<file path="config.mk">
export PLATFORM = sky130hd
export DESIGN_NAME = pl_risc_uart_tx
export DESIGN_NICKNAME = d
export VERILOG_FILES = /design/src/rtl/pl_risc_pkg.sv /design/src/rtl/pl_risc_sync_fifo.sv /design/src/rtl/pl_risc_uart_tx.sv
export SDC_FILE = /design/constraint.sdc
export NUM_CORES = 1
export LEC_CHECK = 0
export ABC_AREA = 0
export CAP_MARGIN = 20
export CORE_ASPECT_RATIO = 0.9
export CORE_UTILIZATION = 55
export CTS_BUF_LIST = sky130_fd_sc_hd__clkbuf_8 sky130_fd_sc_hd__clkbuf_16
export DETAILED_ROUTE_END_ITERATION = 8
export GPL_TIMING_DRIVEN = 1
export PLACE_DENSITY = 0.81
export SYNTH_ARGS = -nofsm -noshare
export SYNTH_HDL_FRONTEND = slang
export SYNTH_SLANG_ARGS = --single-unit
export TNS_END_PERCENT = 1
</file>
<file path="constraint.sdc">
create_clock -name clk_f -period 2.1 [get_ports clk_f]
set_clock_uncertainty 0.1 [all_clocks]
set_input_delay 0.42 -clock clk_f [delete_from_list [all_inputs] [get_ports clk_f]]
set_output_delay 0.42 -clock clk_f [all_outputs]
set_load 0.05 [all_outputs]
</file>
<file path="src/rtl/pl_risc_pkg.sv">
// Shared constants for the RISC core peripherals: UART transmitter state
// encoding and frame format.
package pl_risc_pkg;

    localparam logic [1:0] ST_IDLE  = 2'd0;
    localparam logic [1:0] ST_START = 2'd1;
    localparam logic [1:0] ST_DATA  = 2'd2;
    localparam logic [1:0] ST_STOP  = 2'd3;

    localparam int   DATA_BITS = 8;
    localparam int   STOP_BITS = 1;
    localparam logic LINE_IDLE = 1'b1;

endpackage

</file>
<file path="src/rtl/pl_risc_sync_fifo.sv">
// Single-clock FIFO with registered empty/full flags; writes arriving while
// full are discarded and flagged by a one-cycle drop indication.
module pl_risc_sync_fifo #(
    parameter int WIDTH = 8,
    parameter int DEPTH = 4
) (
    input  logic             clk,
    input  logic             rst,
    input  logic             push,
    input  logic [WIDTH-1:0] push_data,
    input  logic             pop,
    output logic [WIDTH-1:0] pop_data,
    output logic             empty,
    output logic             full,
    output logic             drop
);

    localparam int PTR_W = $clog2(DEPTH);
    localparam int CNT_W = PTR_W + 1;

    logic [WIDTH-1:0] mem [DEPTH];
    logic [PTR_W-1:0] wr_ptr;
    logic [PTR_W-1:0] rd_ptr;
    logic [CNT_W-1:0] count;
    logic [CNT_W-1:0] count_next;
    logic             do_push;
    logic             do_pop;

    // The drop decision uses the registered full flag, so a pop on the same
    // edge does not rescue the write.
    assign do_push  = push & ~full;
    assign do_pop   = pop & ~empty;
    assign drop     = push & full;
    assign pop_data = mem[rd_ptr];

    always_comb begin
        count_next = count;
        if (do_push && !do_pop)
            count_next = count + 1'b1;
        else if (!do_push && do_pop)
            count_next = count - 1'b1;
    end

    always_ff @(posedge clk or posedge rst) begin
        if (rst) begin
            wr_ptr <= '0;
            rd_ptr <= '0;
            count  <= '0;
            empty  <= 1'b1;
            full   <= 1'b0;
        end else begin
            if (do_push)
                wr_ptr <= wr_ptr + 1'b1;
            if (do_pop)
                rd_ptr <= rd_ptr + 1'b1;
            count <= count_next;
            empty <= (count_next == '0);
            full  <= (count_next == CNT_W'(DEPTH));
        end
    end

    always_ff @(posedge clk) begin
        if (do_push)
            mem[wr_ptr] <= push_data;
    end

endmodule

</file>
<file path="src/rtl/pl_risc_uart_tx.sv">
// Output-port consumer for the pipelined RISC core: buffers OUT bytes and
// sends them as 8N1 UART frames, LSB first, with back-to-back frames.
module pl_risc_uart_tx
    import pl_risc_pkg::*;
#(
    parameter int CLKS_PER_BIT = 16,
    parameter int FIFO_DEPTH   = 4
) (
    input  logic       clk_f,
    input  logic       rst_n,
    input  logic [7:0] out_port,
    input  logic       out_we,
    output logic       tx,
    output logic       busy,
    output logic       empty,
    output logic       full,
    output logic       overflow
);

    localparam int                BAUD_W    = $clog2(CLKS_PER_BIT);
    localparam logic [BAUD_W-1:0] BAUD_LAST = BAUD_W'(CLKS_PER_BIT - 1);
    localparam logic [2:0]        BIT_LAST  = 3'(DATA_BITS - 1);

    logic [1:0]           state;
    logic [BAUD_W-1:0]    baud_cnt;
    logic [2:0]           bit_cnt;
    logic [DATA_BITS-1:0] shift;
    logic [DATA_BITS-1:0] fifo_data;
    logic                 baud_last;
    logic                 pop;
    logic                 drop;

    assign baud_last = (baud_cnt == BAUD_LAST);
    assign busy      = (state != ST_IDLE);
    assign pop       = ~empty & ((state == ST_IDLE) | ((state == ST_STOP) & baud_last));

    pl_risc_sync_fifo #(
        .WIDTH (DATA_BITS),
        .DEPTH (FIFO_DEPTH)
    ) u_fifo (
        .clk       (clk_f),
        .rst       (rst_n),
        .push      (out_we),
        .push_data (out_port),
        .pop       (pop),
        .pop_data  (fifo_data),
        .empty     (empty),
        .full      (full),
        .drop      (drop)
    );

    always_ff @(posedge clk_f or posedge rst_n) begin
        if (rst_n) begin
            state    <= ST_IDLE;
            baud_cnt <= '0;
            bit_cnt  <= '0;
            tx       <= LINE_IDLE;
            overflow <= 1'b0;
        end else begin
            if (drop)
                overflow <= 1'b1;
            case (state)
                ST_IDLE: begin
                    baud_cnt <= '0;
                    if (pop) begin
                        state <= ST_START;
                        tx    <= 1'b0;
                    end
                end
                ST_START: begin
                    if (baud_last) begin
                        state    <= ST_DATA;
                        baud_cnt <= '0;
                        tx       <= shift[0];
                    end else begin
                        baud_cnt <= baud_cnt + 1'b1;
                    end
                end
                ST_DATA: begin
                    if (baud_last) begin
                        baud_cnt <= '0;
                        if (bit_cnt == BIT_LAST) begin
                            state   <= ST_STOP;
                            bit_cnt <= '0;
                            tx      <= LINE_IDLE;
                        end else begin
                            bit_cnt <= bit_cnt + 1'b1;
                            tx      <= shift[1];
                        end
                    end else begin
                        baud_cnt <= baud_cnt + 1'b1;
                    end
                end
                ST_STOP: begin
                    if (baud_last) begin
                        baud_cnt <= '0;
                        if (pop) begin
                            state <= ST_START;
                            tx    <= 1'b0;
                        end else begin
                            state <= ST_IDLE;
                        end
                    end else begin
                        baud_cnt <= baud_cnt + 1'b1;
                    end
                end
                default: state <= ST_IDLE;
            endcase
        end
    end

    // Shift register holds payload only; it is reloaded on every pop.
    always_ff @(posedge clk_f) begin
        if (pop)
            shift <= fifo_data;
        else if ((state == ST_DATA) && baud_last)
            shift <= shift >> 1;
    end

endmodule

</file>
# Word-level counts from Yosys, hierarchy flattened
# Memories as Yosys holds them, arrays and structs flattened.
# Index checks and enable logic that the tools add are counted.
# word_totals
ram_bits	32
output_inout_bits	5
latch_bits	0
ff_bits	28
rom_bits	0
mem_count	1
input_bits	11
elab_cells	72
# mem_list
name	words	width	rd	rd_ports_with_merged_regs	wr	line	source
u_fifo.mem	4	8	1	0	1	pl_risc_sync_fifo.sv:21	logic [WIDTH-1:0] mem [DEPTH];
# op_classes
muxes	22
eq_ne	11
n_addsub	6
bitwise	8
order_cmp	0
shifts	0
n_mul	0
reduce_logical	13
div	0
# op_table
operator	count
8-bit 2-to-1 mux	2
2-bit 2-to-1 mux	5
3-bit 2-to-1 mux	3
1-bit 2-to-1 mux	8
2-bit inequality test (second input constant)	4
2-bit case mux with 4 select lines	1
4-bit case mux with 2 select lines	1
3-bit by 1-bit adder with 3-bit output (second input constant)	2
3-bit == test (second input constant)	2
1-bit bitwise AND	5
5-bit AND reduction	1
2-bit by 1-bit adder with 2-bit output (second input constant)	2
4-bit by 1-bit adder with 4-bit output (second input constant)	1
2-bit == test (second input constant)	2
4-bit == test (second input constant)	1
4-bit 2-to-1 mux	1
1-bit case mux with 4 select lines	1
2-bit nonzero test	2
1-bit logical AND	3
3-bit logical NOT	1
3-bit AND reduction	1
3-bit OR reduction	1
3-bit by 1-bit subtractor with 3-bit output (second input constant)	1
2-bit by 1-bit == test with 1-bit output (second input constant)	1
other kinds (6)	8

# Logic depth before layout (Yosys ltp)
# depth
word_depth	9
depth_mapped	8
ltp_nobuf	6

# By module
# From an unflattened synthesis, not the netlist that was laid out.
# hier_totals
cells_unflattened	176
hier_area_um2	2721.4
# modules_own_cells
mod	cells_per_inst	n_inst	area_each_um2	seq_area_each_um2
pl_risc_sync_fifo	100	1	1712.9	1187.4
pl_risc_uart_tx	76	1	1008.5	516.7

# Worst setup path before layout
# Ideal clock, no wire load.
# synth_path
path_type	register to register
from	register state[0]
to	register shift[0] (enable)
path_buffers	1
slack_ps	278
t_arrival_ps	1421
required_time_ps	1699
synth_period_minus_slack_ps	1822
setup_ps	301
stages_incl_launch_ff	7
cell_sequence	dfrtp_1 > inv_1 > ha_1 > buf_6 > a41o_1 > nand2_1 > nand2_1
# synth_via
elab_chain_cells	5
word_cells_on_any_way	8
classes_between	eq/ne (2); bitwise (3); reduce/logical (3)
# synth_lines
item	line	source
start, declared	pl_risc_uart_tx.sv:24	logic [1:0] state;
start signal, assigned	pl_risc_uart_tx.sv:54	state <= ST_IDLE;
start signal, assigned	pl_risc_uart_tx.sv:66	state <= ST_START;
start signal, assigned	pl_risc_uart_tx.sv:72	state <= ST_DATA;
2-bit == test	pl_risc_uart_tx.sv:35	assign pop = ~empty & ((state == ST_IDLE) | ((state == ST_STOP) & baud_last));
1-bit bitwise AND	pl_risc_uart_tx.sv:35	
1-bit bitwise OR	pl_risc_uart_tx.sv:35	
1-bit bitwise AND	pl_risc_uart_tx.sv:35	
2-bit nonzero test (no source line) (*)	--	
end signal, assigned	pl_risc_uart_tx.sv:115	shift <= fifo_data;
end signal, assigned	pl_risc_uart_tx.sv:117	shift <= shift >> 1;
end, declared	pl_risc_uart_tx.sv:27	logic [DATA_BITS-1:0] shift;
# Every way passes the cells marked *; elsewhere a longest branch is shown, timed or not.
# A chain may end at the register's enable or synchronous reset.

# Worst setup path in the final report
# layout_path
from	register u_fifo.full
to	output full
# layout_rtl
item	line	source
start, declared	pl_risc_sync_fifo.sv:14	output logic full,
start signal, assigned	pl_risc_sync_fifo.sv:58	full <= (count_next == CNT_W'(DEPTH));
end, declared	pl_risc_uart_tx.sv:16	output logic full,
# No word-level cell between the ends.

==> metrics <==
post-detail-place hpwl=3.34 mm; Fmax=486 MHz; worst setup path start=u_fifo.full; Die Wd=75.5 µm; Net Switching=0.892 mW; worst-case vdd ir drop=0.753 mV; Synth Area in XOR/XNOR=1.97%; Routability Congestion=0.861; Worst-Margin Slew=0.510 ns; clk_lat worst skew=0.34 ns; Post-synth EDFFs=40; Initial DRT Pass Iterations=4; worst slack, placed=-0.00968 ns; Syn Inst Count=185; Synth Area in Compound Gates=7.67%; Worst path slowest cell=clkdlybuf4s50_1; ranking of synthesized cells by area=edfxtp_1, dfrtp_1, mux4_2, ha_1, nand2_1; Final Hold Viols=0; Post-Syn Area=0.00267 mm²; syn_area_per_cell=14.5 µm²; RSZ-0062 raised after global routing=no; Seq cells post-synth=60; Longest Clk Path Bufs=2; Static Leak=1.25 nW; Core Area=0.00455 mm²; Setup crit end kind=output port; antenna violations before repair=0; Total Power=3.27 mW; crit path cell chain=clkdlybuf4s50_1; worst reg2reg path endpoint=u_fifo.full; Clk pwr share=34.2%; unique cell type count in the Yosys netlist=45; DIE AREA=0.00514 mm²; GRT overflow=0; DR WL/cell=16.1 µm; internal cell power=2.38 mW; Yosys warnings=0; Net Count, Synth=209; TNS Setup=0 ns; final clock period utilization by the worst path=98.1%; CP startpoint kind=flop; status=finished clean; Cell Pwr Density=1040 mW/mm²; Worst path depth=1; Buf/Inv on CP=1; first-pass GRT wire length=7.32 mm; CP max stage delay=0.82 ns; DRC=0; I/O pin cnt=16; MaxCap Viol Count=0; sequential share of power=48.5%; Worst Path Max Fanout=4; Post-Route WL=4.52 mm; final instance area=0.00316 mm²; die height=68.1 µm; Filler cells=315; diode count=0; num rows=23; largest net degree at the start of global routing=21; largest area contributor in the netlist=edfxtp_1; clock buffer count from CTS=9; PnR worst setup slack=0.0405 ns; Pins Over Slew Limit=0; critical path class=flop to output port; final hold slack=0.300 ns; via count=1551; Synth Area in Simple Gates=9.59%; ys async rst share=33.3%; IO Port Bufs=15; placed insts=265; area of the multi-input gates=908 µm²; Reg area=0.00170 mm²; starting density of the core=58.8%; largest family of logic cells by synthesized area=simple AND/OR/NAND/NOR gates; Nets=238; WP data arrival=1.54 ns; Worst Reg-to-Reg Cells=7; reg2reg setup slack=0.17 ns; Placed Area=0.00294 mm²; Slew Limit Headroom=65.9%; Layout Area Growth over Synthesis=18.0%; Synth top area share=44.9%; ys flop type=edfxtp_1; fin util=69.4%; combinational share of power=17.4%; Post-Synth Adder-Cell Area=6.08%; switching power share of the total=27.3%; DR iter-0 viols=100; layout cells sized above 1=21.1%; clk sinks=60; Clk pin slew, worst setup/hold paths=0.07 ns; GRT Total Usage=20.7%; vias per inst=5.54; CP top delay family=buffers and inverters; mux share of post-synthesis cell area=8.42%; CP endpoint=full; min cycle time layout=2.06 ns; H-tree Lvls=3; Final setup viols=0; RR Startpoint=state[0]; Post-Layout Cell Count=280; # hold bufs at CTS=0; WP data required=1.58 ns; Root Driver=clkbuf_8; vias in the first global route=1535; HP Class=input port to asynchronous set/reset pin; CTS tree=done; Post-DRT Antenna Nets=0; post-synthesis sequential area ratio=63.7%
-- power groups by stage --
stage | Sequential, mW | Combinational (mW) | Clock (mW)
global placement | 1.58 | 0.537 | 0
detailed placement | 1.61 | 0.564 | 0
global route | 1.60 | 0.628 | 1.19
CTS | 1.58 | 0.576 | 1.13
floorplan | 1.63 | 0.354 | 0
finish | 1.58 | 0.568 | 1.12
-- cell usage in the layout, fill, tap and decap left out, drive strengths merged, types with 6 or more instances in the layout --
cell / n
buf: 11
edfxtp: 40
nand2: 30
inv: 11
xnor2: 6
dfrtp: 18
mux4: 8
clkbuf: 9
ha: 13
clkdlybuf4s50: 12
-- synth_stat cells, types with 3 or more instances --
cell type and number:
xnor2_1 6, a21oi_1 4, nand2_1 30, dfrtp_1 18, edfxtp_1 40, inv_1 10
nor3_1 3, ha_1 13, buf_2 3, mux4_2 8, and2_1 4, nor2_1 4
o21ai_0 3
-- layer usage --
metal | GRT usage, % | up-vias | part of all wire [%]
met5 | 0 | - | 0
met2 | 32.1 | 31 | 49
met4 | 9.03 | 0 | 1.4
li1 | - | 748 | -
met3 | 6.19 | 8 | 4.1
met1 | 27.3 | 764 | 45
-- logic make-up (layout without fill, tap and decap cells) --
| group | after synthesis | count (layout) |
|---|---|---|
| xor gates and xnor gates | 6 | 6 |
| muxes | 12 | 12 |
| adders and majority gates | 13 | 13 |
| and+or+nand+nor | 53 | 53 |
| buffers and inverters | 15 | 48 |
| DFF | 60 | 60 |
| AOI/OAI and AO/OA | 26 | 26 |
-- worst min-delay path: cells and delay by family --
family	cells	cell delay [ns]
buf+inv	3	0.70
-- registers in the layout (all words and copies together), names as in the netlist, 2 cells and up --
| register | cells |
|---|---|
| u_fifo.rd_ptr | 2 |
| u_fifo.mem | 32 |
| u_fifo.count | 3 |
| state | 2 |
| baud_cnt | 4 |
| shift | 8 |
| u_fifo.wr_ptr | 2 |
| bit_cnt | 3 |
-- worst min-delay path by stage --
| stage | startpoint | endpoint | slack (ns) | cells after the start |
|---|---|---|---|---|
| floorplan | rst_n | baud_cnt[0] | 0.28 | 1 |
| global placement | overflow | overflow | 0.35 | 1 |
| detailed placement | overflow | overflow | 0.36 | 1 |
| CTS | rst_n | u_fifo.wr_ptr[1] | 0.30 | 3 |
| global route | rst_n | u_fifo.rd_ptr[1] | 0.33 | 3 |
| finish | rst_n | u_fifo.rd_ptr[1] | 0.30 | 3 |
-- timing repair --
action / 4_1_cts / 5_1_grt
gates resized for setup: 0 / 2
endpoints found under the hold margin: 0 / 0
endpoints found under the setup margin: 0 / 3
setup buffers: 0 / 0
-- cell type report --
| type | count | share of cell area, % |
|---|---|---|
| sequential | 60 | 54.0 |
| multi-input combinational | 110 | 28.8 |
| timing repair buffer | 23 | 6.82 |
| clock buffer | 9 | 3.93 |
| clock inverter | 6 | 2.82 |
| tap | 62 | 2.46 |
| inverter | 10 | 1.19 |
Note: power is estimated with default switching activity, not from simulation.
